File: config.mk
export PLATFORM = sky130hd
export DESIGN_NAME = irq_collector_flat
export DESIGN_NICKNAME = d
export VERILOG_FILES = /design/src/rtl/irq_collector_pkg.sv /design/src/rtl/irq_collector_if.sv /design/src/rtl/irq_collector_prio_enc.sv /design/src/rtl/irq_collector.sv /design/src/flat_wrapper.sv
export SDC_FILE = /design/constraint.sdc
export NUM_CORES = 1
export LEC_CHECK = 0
export BUFFER_PORTS_ARGS = -buffer_cell sky130_fd_sc_hd__buf_2
export CORE_AREA = 5 5 99 101
export DETAILED_ROUTE_END_ITERATION = 10
export DIE_AREA = 0 0 104 106
export PLACE_DENSITY_LB_ADDON = 0.05
export SETUP_SLACK_MARGIN = 0.05
export SYNTH_ARGS = -nofsm -noshare
export SYNTH_HDL_FRONTEND = slang
export SYNTH_SLANG_ARGS = --single-unit
File: constraint.sdc
create_clock -name clk -period 10.55 [get_ports clk]
set_clock_uncertainty 0.1 [all_clocks]
set_input_delay 3.165 -clock clk [delete_from_list [all_inputs] [get_ports clk]]
set_output_delay 3.165 -clock clk [all_outputs]
set_load 0.03 [all_outputs]
File: src/rtl/irq_collector_pkg.sv
// -----------------------------------------------------------------------------
// mopshub_irq_pkg
// Shared constants for the interrupt collector slice.
//   MAX_CH     : largest supported channel count
//   ID_W       : width of the winning-channel index
//   CNT_W      : width of the pending-channel count (holds 0..MAX_CH)
//   MODE_LEVEL : latch channels while their line is high
//   MODE_EDGE  : latch channels on a rising edge of their line
// -----------------------------------------------------------------------------
package mopshub_irq_pkg;

  localparam int MAX_CH     = 32;
  localparam int ID_W       = 5;
  localparam int CNT_W      = 6;

  localparam int MODE_LEVEL = 0;
  localparam int MODE_EDGE  = 1;

endpackage : mopshub_irq_pkg

File: src/rtl/irq_collector_if.sv
// -----------------------------------------------------------------------------
// irq_collector_if
// Channel-request / read-and-clear bundle of the interrupt collector.
//   irq_in     : raw channel request lines
//   mask       : per-channel mask, 1 = masked
//   rd_req     : read-and-clear request
//   rd_ack     : one-cycle acknowledge of an accepted read
//   status_out : pending snapshot taken by the last read
//   ovr_out    : overrun snapshot taken by the last read
//   irq        : any unmasked channel pending
//   irq_id     : lowest unmasked pending channel
//   pend_cnt   : number of unmasked pending channels
// master = request side (drives lines, issues reads), slave = the collector.
// -----------------------------------------------------------------------------
interface irq_collector_if #(
  parameter int N_CH  = 16,
  parameter int BUS_W = 32
);
  import mopshub_irq_pkg::*;

  logic [N_CH-1:0]  irq_in;
  logic [N_CH-1:0]  mask;
  logic             rd_req;
  logic             rd_ack;
  logic [BUS_W-1:0] status_out;
  logic [BUS_W-1:0] ovr_out;
  logic             irq;
  logic [ID_W-1:0]  irq_id;
  logic [CNT_W-1:0] pend_cnt;

  modport master (
    output irq_in, mask, rd_req,
    input  rd_ack, status_out, ovr_out, irq, irq_id, pend_cnt
  );

  modport slave (
    input  irq_in, mask, rd_req,
    output rd_ack, status_out, ovr_out, irq, irq_id, pend_cnt
  );

endinterface : irq_collector_if

File: src/rtl/irq_collector_prio_enc.sv
// -----------------------------------------------------------------------------
// irq_prio_enc
// Lowest-index priority encoder plus population count over a request vector.
//   i_vec : request vector (already masked by the caller)
//   o_any : OR of i_vec
//   o_id  : index of the lowest set bit, 0 when none
//   o_cnt : number of set bits
// -----------------------------------------------------------------------------
module irq_prio_enc
  import mopshub_irq_pkg::*;
#(
  parameter int N_CH = 16
) (
  input  logic [N_CH-1:0]  i_vec,
  output logic             o_any,
  output logic [ID_W-1:0]  o_id,
  output logic [CNT_W-1:0] o_cnt
);

  always_comb begin
    // NOTE: every output gets a default before the loop so no path leaves
    // a value unassigned, which would infer a latch.
    o_any = |i_vec;
    o_id  = '0;
    o_cnt = '0;
    // Scan high to low so the last hit, the lowest index, wins.
    for (int i = N_CH - 1; i >= 0; i--) begin
      if (i_vec[i]) begin
        o_id = ID_W'(i);
      end
      o_cnt = o_cnt + CNT_W'(i_vec[i]);
    end
  end

endmodule : irq_prio_enc

File: src/rtl/irq_collector.sv
// -----------------------------------------------------------------------------
// irq_collector
// Collects per-channel interrupt events into sticky pending bits, flags
// channels that fire again while still pending (overrun), and offers an
// atomic read-and-clear that snapshots both vectors.
//   clk  : clock, rising edge
//   rst  : synchronous, active-low reset
//   bus  : irq_collector_if.slave (request lines, mask, read handshake,
//          snapshots and the combinational irq / irq_id / pend_cnt summary)
// Parameters: N_CH channels (1..32), BUS_W snapshot width (>= N_CH),
//             EDGE_MODE 1 = rising-edge events, 0 = level events.
// -----------------------------------------------------------------------------
module irq_collector
  import mopshub_irq_pkg::*;
#(
  parameter int N_CH      = 16,
  parameter int BUS_W     = 32,
  parameter int EDGE_MODE = MODE_EDGE
) (
  input  logic          clk,
  input  logic          rst,
  irq_collector_if.slave bus
);

  logic [N_CH-1:0] r_in_q;
  logic [N_CH-1:0] r_in_qq;
  logic [N_CH-1:0] r_pending;
  logic [N_CH-1:0] r_ovr;
  logic [N_CH-1:0] r_status;
  logic [N_CH-1:0] r_ovr_snap;
  logic            r_rd_ack;

  logic [N_CH-1:0]  w_prev;
  logic [N_CH-1:0]  w_event;
  logic [N_CH-1:0]  w_set;
  logic [N_CH-1:0]  w_active;
  logic [BUS_W-1:0] w_status_pad;
  logic [BUS_W-1:0] w_ovr_pad;

  // In level mode the previous sample is ignored, so an event is simply the
  // registered line; in edge mode it is a 0->1 transition between samples.
  assign w_prev   = (EDGE_MODE == MODE_EDGE) ? r_in_qq : '0;
  assign w_event  = r_in_q & ~w_prev;
  // Masked events are dropped outright, not held back for later.
  assign w_set    = w_event & ~bus.mask;
  // Masking hides a pending bit from the summary without clearing it.
  assign w_active = r_pending & ~bus.mask;

  always_ff @(posedge clk) begin
    // NOTE: state registers use non-blocking assignments so every register
    // samples pre-edge values, which the read-and-clear swap relies on.
    if (!rst) begin
      r_in_q     <= '0;
      r_in_qq    <= '0;
      r_pending  <= '0;
      r_ovr      <= '0;
      r_status   <= '0;
      r_ovr_snap <= '0;
      r_rd_ack   <= 1'b0;
    end else begin
      r_in_q   <= bus.irq_in;
      r_in_qq  <= r_in_q;
      r_rd_ack <= bus.rd_req;
      if (bus.rd_req) begin
        // Snapshot and clear in one edge; events landing on this edge seed
        // the fresh pending vector so none are lost across the read.
        r_status   <= r_pending;
        r_ovr_snap <= r_ovr;
        r_pending  <= w_set;
        r_ovr      <= '0;
      end else begin
        r_pending  <= r_pending | w_set;
        r_ovr      <= r_ovr | (w_set & r_pending);
      end
    end
  end

  // Zero-extend the snapshots onto the wider bus; written as a default plus
  // a slice so BUS_W == N_CH needs no zero-width replication.
  always_comb begin
    w_status_pad           = '0;
    w_status_pad[N_CH-1:0] = r_status;
    w_ovr_pad              = '0;
    w_ovr_pad[N_CH-1:0]    = r_ovr_snap;
  end

  assign bus.status_out = w_status_pad;
  assign bus.ovr_out    = w_ovr_pad;
  assign bus.rd_ack     = r_rd_ack;

  irq_prio_enc #(
    .N_CH (N_CH)
  ) u_prio_enc (
    .i_vec (w_active),
    .o_any (bus.irq),
    .o_id  (bus.irq_id),
    .o_cnt (bus.pend_cnt)
  );

endmodule : irq_collector

File: src/flat_wrapper.sv
// flat-port wrapper written by rule: the top's interface ports become plain ports
module irq_collector_flat import mopshub_irq_pkg::*;
#(
  parameter int N_CH      = 16,
  parameter int BUS_W     = 32,
  parameter int EDGE_MODE = MODE_EDGE
)
  (clk, rst, bus_irq_in, bus_mask, bus_rd_req, bus_rd_ack, bus_status_out, bus_ovr_out, bus_irq, bus_irq_id, bus_pend_cnt);
  irq_collector_if #(.N_CH(N_CH), .BUS_W(BUS_W)) bus_i ();
  input  logic clk;
  input  logic rst;
  input wire logic [$bits(bus_i.irq_in)-1:0] bus_irq_in;
  input wire logic [$bits(bus_i.mask)-1:0] bus_mask;
  input wire logic [$bits(bus_i.rd_req)-1:0] bus_rd_req;
  output wire logic [$bits(bus_i.rd_ack)-1:0] bus_rd_ack;
  output wire logic [$bits(bus_i.status_out)-1:0] bus_status_out;
  output wire logic [$bits(bus_i.ovr_out)-1:0] bus_ovr_out;
  output wire logic [$bits(bus_i.irq)-1:0] bus_irq;
  output wire logic [$bits(bus_i.irq_id)-1:0] bus_irq_id;
  output wire logic [$bits(bus_i.pend_cnt)-1:0] bus_pend_cnt;
  assign bus_i.irq_in = bus_irq_in;
  assign bus_i.mask = bus_mask;
  assign bus_i.rd_req = bus_rd_req;
  assign bus_rd_ack = bus_i.rd_ack;
  assign bus_status_out = bus_i.status_out;
  assign bus_ovr_out = bus_i.ovr_out;
  assign bus_irq = bus_i.irq;
  assign bus_irq_id = bus_i.irq_id;
  assign bus_pend_cnt = bus_i.pend_cnt;
  irq_collector #(.N_CH(N_CH), .BUS_W(BUS_W), .EDGE_MODE(EDGE_MODE)) u_core (.clk(clk), .rst(rst), .bus(bus_i));
endmodule
# Yosys cells after proc, flatten, opt, wreduce, memory -nomap -nowiden

Index checks and enable logic that the tools add are counted.
Widths: inputs -> output; s select.

Add/sub/neg operators: 15
Multiplexer cells: 17
Bitwise gates (word level): 9
Reduce and logical (&&, ||, !) cells: 2

Operators with widths:

| cell             | count |
|---|---|
| $mux 5           | 15 |
| $and 16x16->16   | 4 |
| $add 6x1->6      | 10 |
| $not 16->16      | 2 |
| $or 16x16->16    | 2 |
| $mux 16          | 1 |
| $reduce_or 16->1 | 1 |
| $add 5x1->6      | 1 |
| $add 4x1->5      | 1 |
| $add 3x1->4      | 1 |
| $mux 4           | 1 |
| $add 2x1->3      | 1 |
| $add 1x1->2      | 1 |
| $reduce_or 2->1  | 1 |
| $not 1->1        | 1 |

Register bits after elaboration: 97
Bits of input ports: 35
Output and inout bits: 77
Word-level logic and storage cells: 50

# Longest topological paths before layout

Depth after elaboration: 18
Gate-level depth with buffers: 14
Depth with buffers taken out: 14

# Hierarchy

Synthesis repeated with hierarchy kept, for this count alone.

Cell total of the unflattened synthesis: 431
Area, all modules: 4389.2 um^2

By module, submodules not included:

| module        | instances | cells each | area each (um^2) | seq. area each (um^2) |
|---|---|---|---|---|
| irq_collector | 1         | 357        | 3787.4           | 1941.9 |
| irq_prio_enc  | 1         | 74         | 601.8            | 0.0 |

# Least setup slack after synthesis

No wires, ideal clock.

Kind: input to output
Start: in bus_mask[0]
End: out bus_pend_cnt[2]
Arrival: 6.699 ns
Data required time: 7.285 ns
Slack: 0.586 ns
Cell stages on the path: 12
Buffers on the path: 0
Cell sequence: nand2b_1 > inv_1 > fa_1 > inv_1 > fa_1 > inv_1 > fa_1 > fa_1 > ha_1 > inv_1 > fa_1 > xnor2_1

Word-level cells in the longest chain between the ends: 3

RTL lines:

| item            | RTL line                     | RTL |
|---|---|---|
| start, declared | flat_wrapper.sv:13           | `input wire logic [$bits(bus_i.mask)-1:0] bus_mask;` |
| $not 16->16     | irq_collector.sv:47          | `assign w_active = r_pending & ~bus.mask;` |
| $and 16x16->16  | irq_collector.sv:47          |  |
| $add 6x1->6     | irq_collector_prio_enc.sv:31 | `o_cnt = o_cnt + CNT_W'(i_vec[i]);` |
| end, declared   | flat_wrapper.sv:20           | `output wire logic [$bits(bus_i.pend_cnt)-1:0] bus_pend_cnt;` |

Every way passes these cells.

# Worst setup path after layout

Start: in bus_mask[0]
End: out bus_pend_cnt[4]

Same word-level chain as after synthesis.

==> impl_results.md <==
- Outcome: complete, no violations
- Iteration-0 DRC count of the detailed router: 88
- Required @ worst endpoint: 7.29 ns
- Clock Sink Count: 97
- TritonCTS buffer count: 9
- Quantity of hold-fixing buffers added after cts: 0
- Post-detailed-route wirelength per cell: 13.1 µm
- Initial antenna violation count: 1
- Flip-flop and latch count after synthesis: 97
- Transition at the pin with the smallest max-transition slack: 0.802 ns
- Yosys warnings: 0
- Final setup violation count: 0
- Remaining Overflow, GRT: 0
- Post-CTS repair timing setup buffer count: 0
- Met2 routed wirelength: 3490 µm
- Most common cell after layout, fill and taps aside: sky130_fd_sc_hd__dfxtp_1
- Class of the most critical hold timing path: reg -> reg
- # nets final: 540
- Worst setup slack before clock tree synthesis: between 0.5 and 0.6 ns
- Max stage delay on crit path: 0.55 ns
- Highest-count cells in the layout ignoring fill and taps: 97 x sky130_fd_sc_hd__dfxtp_1, 77 x sky130_fd_sc_hd__buf_2, 49 x sky130_fd_sc_hd__nor2b_1, 34 x sky130_fd_sc_hd__conb_1, 33 x sky130_fd_sc_hd__and2_1
- Initial standard-cell utilization of the core: 47.7%
- Area share of xor/xnor cells in the synthesized design: 0.411%
- Standard cell with the maximum stage delay on the critical path: sky130_fd_sc_hd__fa_1
- Fin. Hold Viols: 0
- Dominant cell type by area after synthesis: sky130_fd_sc_hd__dfxtp_1
- Fillers: 855
- Headroom to the max-slew limit: between 40 and 50%
- CTS tree: done
- # H-tree levels: 3
- Input/output buffers: 77
- Share of synthesized area spent on multiplexers: between 7 and 8%
- Clock tree buffer depth: 2
- Area of the placeable core: 8930 µm²
- Number of instances in the synthesized netlist: 416
- Clock latency reported for the late side of the worst-skew pair: ~0.36 ns
- Unrepaired setup endpoints after global routing: no
- Fraction of final layout cells sized beyond drive strength 1: 23.7%
- Wire length of the first global-routing pass: 12,900 µm
- Final worst setup slack: 0.540 ns
- Buffering stage count on the worst path with inverters included: 6
- Simple-gate share of the synthesized area: 22.7%
- Static Leak: 2.21 nW
- Most common cell type on the critical path: sky130_fd_sc_hd__fa_1
- Total die area: 11,000 µm²
- Synth top area cells: sky130_fd_sc_hd__dfxtp_1 46%, sky130_fd_sc_hd__mux2i_1 7.5%, sky130_fd_sc_hd__nor2b_1 7.2%
- Routed metal-1 wire length: approximately 3800 µm
- Vias per Instance: 4.62
- Signal arrival time at the worst endpoint: 6.74 ns
- Post-synthesis cell area: roughly 4300 µm²
- Area taken by flip-flops and latches: 1940 µm²
- DRT Wirelength: just under 8000 µm
- Fin Setup TNS: 0 ns
- Max-slew violation count: 0
- Pwr/cell area: 150 nW/µm²
- Multi-input combinational cell area: 2020 µm²
- Cells resized by post-CTS repair: 0
- Main combinational cell family by area after synthesis: simple AND/OR/NAND/NOR gates
- Synthesized-area fraction occupied by adder cells: around 6.5%
- Top Ports: 112
- Startpoint-to-endpoint class of the critical path: in -> out
- Pin count of the biggest net entering global routing: 83
- Width of the chip: ~100 µm
- Achievable clock frequency: ~100 MHz
- Minimum clock period: 10.01 ns
- Worst hold slack: 0.356 ns
- Max Used Layer: met5
- Overall global routing resource usage: 14.3%
- Highest net fanout along the worst path: 3
- Yosys cell types: 44
- Clock-pin slew reported for the worst setup and hold paths after clock tree synthesis: 0.09 ns
- Via total after detailed routing: 2,797
- GPL Wtd Cong: roughly 0.8
- Critical path capture point type: output port
- Remaining DRCs: 0
- Family with the most delay on the worst path: adder cells
- Clock Tree Root: sky130_fd_sc_hd__clkbuf_8
- Number of global-route vias before repair: 2,675
- Antenna diode count: 0
- Height of the chip: approximately 110 µm
- Critical-path cell list: buf_2 > nand2b_1 > inv_1 > fa_1 > inv_1 > fa_1 > inv_1 > fa_1 > fa_1 > ha_1 > inv_1 > fa_1 > nor2b_1 > o21a_1 > buf_2
- Standard-cell rows: 35
- Area growth from synthesis to layout: 12.5%
- Drt first pass iters: 4
- Top-area cell type share of the netlist area: 45.6%
- Period utilisation layout: 94.9%
- Sequential-to-total area share from yosys stat: 45.6%
- Half-perimeter wire length of the detailed placement result: 5640 µm
- Synthesized-area fraction occupied by ao, oa, aoi and oai cells: approximately 7.3%
- Startpoint Class: input port
- Count of nets left with antenna violations after detail routing: 0
- Peak supply drop: ~0.000086 V
- Synth Area per Inst: 10.2 µm²
- Met3 Routed Length: 515 µm
- Max Cap Viol: 0
[cell usage after synthesis (all sizes together)]
| master | number |
|---|---|
| o211ai | 1 |
| xnor2 | 2 |
| o21ai | 3 |
| mux2i | 32 |
| nor2 | 23 |
| clkbuf | 9 |
| fa | 10 |
| nand3 | 1 |
| and2b | 8 |
| a21oi | 15 |
| nor3 | 2 |
| dfxtp | 97 |
| nor2b | 52 |
| nand2b | 7 |
| ha | 6 |
| nor4 | 1 |
| nand2 | 3 |
| and2 | 33 |
| a31o | 1 |
| o31ai | 1 |
| nor3b | 17 |
| inv | 22 |
| o221ai | 1 |
| o21a | 17 |
| conb | 1 |
| or3 | 1 |
| a21o | 1 |
| a31oi | 6 |
| a211oi | 1 |
| buf | 42 |
[layer usage]
layer	track usage (%)	up-vias
met1	18.7	1280
met3	4.49	17
met4	5.55	2
li1	-	1425
met5	0	-
met2	22.1	73
[cell type report]
cell class,instances,share of cell area (%)
clock buffer,10,2.67
tap,111,2.90
timing repair buffer,80,8.52
inverter,22,1.72
clock inverter,6,1.52
multi-input combinational,279,42.1
sequential,97,40.6
[registers in the layout, summed over array words and instances (netlist names)]
register,flops
u_core.r_in_q,16
u_core.r_in_qq,16
u_core.r_ovr,16
u_core.r_ovr_snap,16
u_core.r_pending,16
u_core.r_status,16
u_core.bus.rd_ack,1
[worst register-to-register path: stages, from the launching register on]
cell                      delay (ns)
sky130_fd_sc_hd__dfxtp_1        0.36
sky130_fd_sc_hd__nor2b_1        0.26
sky130_fd_sc_hd__buf_4          0.20
sky130_fd_sc_hd__a31oi_1        0.09
sky130_fd_sc_hd__nor2_1         0.08
[stage by stage]
stage          power (mW)  cells  cell area (µm²)  util, %
2_1_floorplan       0.467    449             4380        -
3_5_place_dp        0.478    589             4590     51.4
6_report            0.716    605             4790     53.6
3_3_place_gp        0.478    589             4590     51.4
5_1_grt             0.748    605             4790     53.6
4_1_cts             0.725    605             4790     53.6
[cell families after synthesis]
kind of cell | after synthesis
AO/OA/AOI/OAI | 47
XOR/XNOR | 2
adder cells (fa/ha/maj) | 16
buffers and inverters | 73
flip-flops | 97
multiplexers | 32
other | 1
AND/OR/NAND/NOR | 148
[report_power, final]
part,internal [mW],switching [mW]
registers,0.375,0.00508
clock network,0.113,0.134
logic,0.0305,0.0579
[final timing paths]
check / slack [ns] / to / from / cells after the start
worst max-delay path: 0.54 / bus_pend_cnt[4] / bus_mask[0] / 15
worst min register to register: 0.36 / u_core.r_in_qq[7]$_SDFF_PN0_ / u_core.r_in_q[7]$_SDFF_PN0_ / 1
worst max register to register: 9.40 / u_core.r_ovr[3]$_SDFF_PP0_ / u_core.r_pending[3]$_SDFF_PN0_ / 4
worst min-delay path: 0.36 / u_core.r_in_qq[7]$_SDFF_PN0_ / u_core.r_in_q[7]$_SDFF_PN0_ / 1
Power figures use the tool's default switching activity.
